$ cat config.mk
export PLATFORM = sky130hd
export DESIGN_NAME = approx_mul_pipe
export DESIGN_NICKNAME = d
export VERILOG_FILES = /design/src/rtl/approx_mul_pipe.sv
export SDC_FILE = /design/constraint.sdc
export NUM_CORES = 1
export LEC_CHECK = 0
export CAP_MARGIN = 20
export CORE_MARGIN = 4
export CORE_UTILIZATION = 35
export DETAILED_ROUTE_END_ITERATION = 8
export DONT_BUFFER_PORTS = 1
export PLACE_DENSITY = 0.52
export SLEW_MARGIN = 20
export SYNTH_ARGS = -nofsm -noshare
export SYNTH_HDL_FRONTEND = slang
export SYNTH_SLANG_ARGS = --single-unit
$ cat constraint.sdc
create_clock -name clk -period 15.1 [get_ports clk]
set_input_delay 1.51 -clock clk [delete_from_list [all_inputs] [get_ports clk]]
set_output_delay 1.51 -clock clk [all_outputs]
set_load 0.005 [all_outputs]
$ cat src/rtl/approx_mul_pipe.sv
// approx_mul_pipe: two-stage pipelined truncation-based approximate unsigned
// multiplier with valid/ready flow control.
// Optional build macro: APPROX_MUL_MIDPOINT_EN (midpoint substitution of the
// highest truncated bit instead of zero truncation).
module approx_mul_pipe #(
  parameter int unsigned W  = 12,
  parameter int unsigned KW = 4
) (
  input  logic            clk,
  input  logic            rst,
  input  logic            in_valid,
  output logic            in_ready,
  input  logic [W-1:0]    a,
  input  logic [W-1:0]    b,
  input  logic [KW-1:0]   k,
  output logic            out_valid,
  input  logic            out_ready,
  output logic [2*W-1:0]  z
);

  localparam logic [KW-1:0] kMax = KW'(W);

  logic          s1V;
  logic          s2V;
  logic          s1Adv;
  logic          s2Adv;
  logic [KW-1:0] ke;
  logic [W-1:0]  keepMask;
  logic [W-1:0]  ta;
  logic [W-1:0]  tb;
  logic [W-1:0]  s1A;
  logic [W-1:0]  s1B;
`ifdef APPROX_MUL_MIDPOINT_EN
  logic [W-1:0]  midMask;
`endif

  // Handshake: each stage advances when empty or when the stage after it moves.
  always_comb begin
    s2Adv     = !s2V || out_ready;
    s1Adv     = !s1V || s2Adv;
    in_ready  = s1Adv;
    out_valid = s2V;
  end

  // Saturate the truncation depth and build the per-bit keep (and midpoint) masks.
  always_comb begin
    ke       = (k > kMax) ? kMax : k;
    keepMask = '0;
`ifdef APPROX_MUL_MIDPOINT_EN
    midMask  = '0;
`endif
    for (int unsigned i = 0; i < W; i++) begin
      keepMask[i] = (i >= 32'(ke));
`ifdef APPROX_MUL_MIDPOINT_EN
      midMask[i]  = ((i + 1) == 32'(ke));
`endif
    end
`ifdef APPROX_MUL_MIDPOINT_EN
    ta = (a & keepMask) | midMask;
    tb = (b & keepMask) | midMask;
`else
    ta = a & keepMask;
    tb = b & keepMask;
`endif
  end

  // Stage 1: capture truncated operands on input transfer, so k only matters at acceptance.
  always_ff @(posedge clk or posedge rst) begin
    if (rst) begin
      s1V <= 1'b0;
      s1A <= '0;
      s1B <= '0;
    end else if (s1Adv) begin
      s1V <= in_valid;
      if (in_valid) begin
        s1A <= ta;
        s1B <= tb;
      end
    end
  end

  // Stage 2: register the full-width product; holds while downstream stalls.
  always_ff @(posedge clk or posedge rst) begin
    if (rst) begin
      s2V <= 1'b0;
      z   <= '0;
    end else if (s2Adv) begin
      s2V <= s1V;
      if (s1V) begin
        z <= (2*W)'(s1A) * (2*W)'(s1B);
      end
    end
  end

endmodule

==> out/metrics.yaml <==
run_status: "finished clean"
syn-cell-area_um2: 6780
core.rowCount: 50
ys_top_cells_by_count: "sky130_fd_sc_hd__nand2_1 (151), sky130_fd_sc_hd__inv_1 (137), sky130_fd_sc_hd__fa_1 (100)"
tightest_slew_ns: 0.677
area_of_the_core_um2: 18900
layout_min_cycle_time_ns: 5.31
h-tree-depth: 2
power_density_nw_per_um2: 73.0
cp_cell_sequence: "and2_1 > fa_1 > inv_1 > fa_1 > inv_1 > fa_1 > fa_1 > inv_1 > fa_1 > inv_1 > ha_1 > o21a_1 > o211ai_1 > a31oi_2 > nor3_1 > or4_1 > nand3_1"
drt-wirelength-per-cell_um: 15.8
initial_utilization_pct: 35.9
cap_violations: 0
drt-total-wl_um: 15900
cp_data_required_time_ns: 15.35
setup_tns_ns: 0
detailroute.via_count: 4929
placed_area_um2: 6970
slowest_stage: "sky130_fd_sc_hd__dfrtp_1"
synthesized_area_per_cell_um2: 8.75
antenna_found_initial: 0
critical_path.max_stage_delay_ns: 0.56
hold_viol: 0
post_cts_resized: 0
setup_violations: 0
synth.yosys.seq_area_share_pct: 18.5
relSlewSlack_pct: 54.9
syn2layout_area_growth_pct: 5.24
cts.sink_count: 50
class_of_the_tightest_hold_or_removal_check: "flop to flop"
detailed_place_hpwl_um: 12400
cts_root_buffer: "sky130_fd_sc_hd__clkbuf_16"
cts_tree: "yes"
global_route.overflow_total: 0
buffer_ports.inserted: 0
synth.top_cell.area_share_pct: 29.5
first_global_vias: 4962
design_power_total_uw: 521
max_freq_ghz: 0.188
most_common_cell_in_the_synthesized_netlist: "sky130_fd_sc_hd__nand2_1"
cts.path.max_buffers: 2
start_kind: "flop"
synthDistinctLibCells: 48
die_outline_width_um: 147
clock_latency_ns: 0.31
antenna_left: 0
drt_drc_violations_left: 0
design.die.area_um2: 21700
synth-edff-count: 0
clk_transition_reported_paths_ns: 0.08
endpoint_kind: "flop"
grt_pass1_wl_um: 26500
post_cts_hold_buffer_count: 0
synth_nets: 969
fin_crit_sh_pct: 35.2
timing.critical_path.buf_inv: 4
via_per_inst: 4.90
synth.top_cells.by_area: "sky130_fd_sc_hd__fa_1 (30%), sky130_fd_sc_hd__dfrtp_1 (18%), sky130_fd_sc_hd__ha_1 (11%), sky130_fd_sc_hd__nand2_1 (8.4%), sky130_fd_sc_hd__inv_1 (7.6%)"
vdd.ir_drop.worst_mv: 0.0630
ys_async_sr_fraction_pct: 100
io_pins: 58
rsz0062_at_grt: "no"
worst-path-max-fanout: 13
finClkSkew_ns: 0.0118
gp_routability_congestion: 0.840
ys.warnings.count: 0
grt_start_max_net_pins: 51
post_cts_buffers: 0
design.final.nets: 938
worst_path_most_repeated_cell: "sky130_fd_sc_hd__fa_1"
post_route_standard_cell_area_excluding_fillers_um2: 7130
post_route_cells_drive_above_1_share_pct: 2.15
die_height_um: 147
numCtsBuffers: 5
syn_inst: 775
most_area_hungry_cell_type_in_the_yosys_netlist: "sky130_fd_sc_hd__fa_1"
final-max-slew-violation-count: 0
fillerInstances: 2003
ys_ff_latch: 50
grtUsageTotal_pct: 15.3
timing.setup.critical_path_class: "flop to flop"
synth-main-ff-cell: "sky130_fd_sc_hd__dfrtp_1"
cellLeakagePower_uw: 0.00365
drtIter0Drc: 297
n_antenna_cell: 0
crit_family: "adder cells"
crit_arrival_ns: 5.56
drtPass1Iterations: 4
area by class of cell:
| cell class | count | area, um2 | share of cell area (%) |
|---|---|---|---|
| flip-flops and latches | 50 | 1250 | 17.5 |
| inverters | 137 | 514 | 7.21 |
| well taps | 260 | 325 | 4.56 |
| repair buffers | 3 | 22.5 | 0.316 |
| clock buffers | 6 | 129 | 1.81 |
| clock inverters | 2 | 37.5 | 0.526 |
| multi-input cells | 547 | 4850 | 68.0 |
flip-flops by register name, indices dropped and copies added, names as in the netlist:
register,flops
z,24
s1A,12
s1B,12
out_valid,1
s1V,1
metal layers:
metal	up-vias	part of all wire [%]	GRT usage, %
li1	2362	-	-
met1	2476	42	19.9
met2	75	53	26.8
met3	16	3.5	2.13
met4	0	1.4	4.05
met5	-	0	0
logic make-up (layout without fill, tap and decap cells):
kind of cell / after synthesis / in the layout / synth area share (%)
AOI/OAI and AO/OA: 107 / 107 / 10.6
xor gates and xnor gates: 11 / 11 / 1.42
adders and majority gates: 162 / 162 / 41.0
buffers and inverters: 178 / 148 / 9.93
DFF: 50 / 50 / 18.5
and+or+nand+nor: 267 / 267 / 18.6
worst min-delay path, stage by stage, from the launching register on:
cell	delay, ns
sky130_fd_sc_hd__dfrtp_1	0.37
sky130_fd_sc_hd__nand2_1	0.06
sky130_fd_sc_hd__nand2_1	0.05
final timing paths:
path	to	startpoint	slack, ns	depth (start not counted)
hold / removal	z[0]	z[0]	0.50	2
hold reg to reg	z[0]	z[0]	0.50	2
min in group asynchronous	z[8]	rst	1.25	2
max in group asynchronous	s1B[2]	rst	13.36	2
setup / recovery	z[22]	s1A[3]	9.79	17
setup reg to reg	z[22]	s1A[3]	9.79	17
cells in the final DEF, fill, tap and decap left out, drive strengths merged, types with 11 or more instances in the layout:
| cell | netlist | layout |
|---|---|---|
| nand2 | 151 | 151 |
| inv | 137 | 137 |
| fa | 100 | 100 |
| ha | 62 | 62 |
| and2 | 60 | 60 |
| dfrtp | 50 | 50 |
| o21ai | 37 | 37 |
| a21oi | 16 | 16 |
| nand3 | 12 | 12 |
| nand2b | 11 | 11 |
metrics by stage:
step	setup slack, ns	hold WS, ns	cells	utilization, %
after global routing	9.47	0.545	1005	37.8
after CTS	9.76	0.514	1005	37.8
after detailed placement	9.78	0.495	997	36.9
after floorplan	10.18	0.463	775	-
after global placement	9.75	0.492	997	36.9
final	9.79	0.503	1005	37.8
where the power goes:
| part | switching (uW) | internal, uW | total [uW] |
|---|---|---|---|
| clock | 59.1 | 78.6 | 138 |
| sequential | 40.0 | 156 | 196 |
| combinational | 110 | 77.2 | 187 |
| total | 209 | 312 | 521 |
No activity file was read; power rests on OpenSTA's default activity.
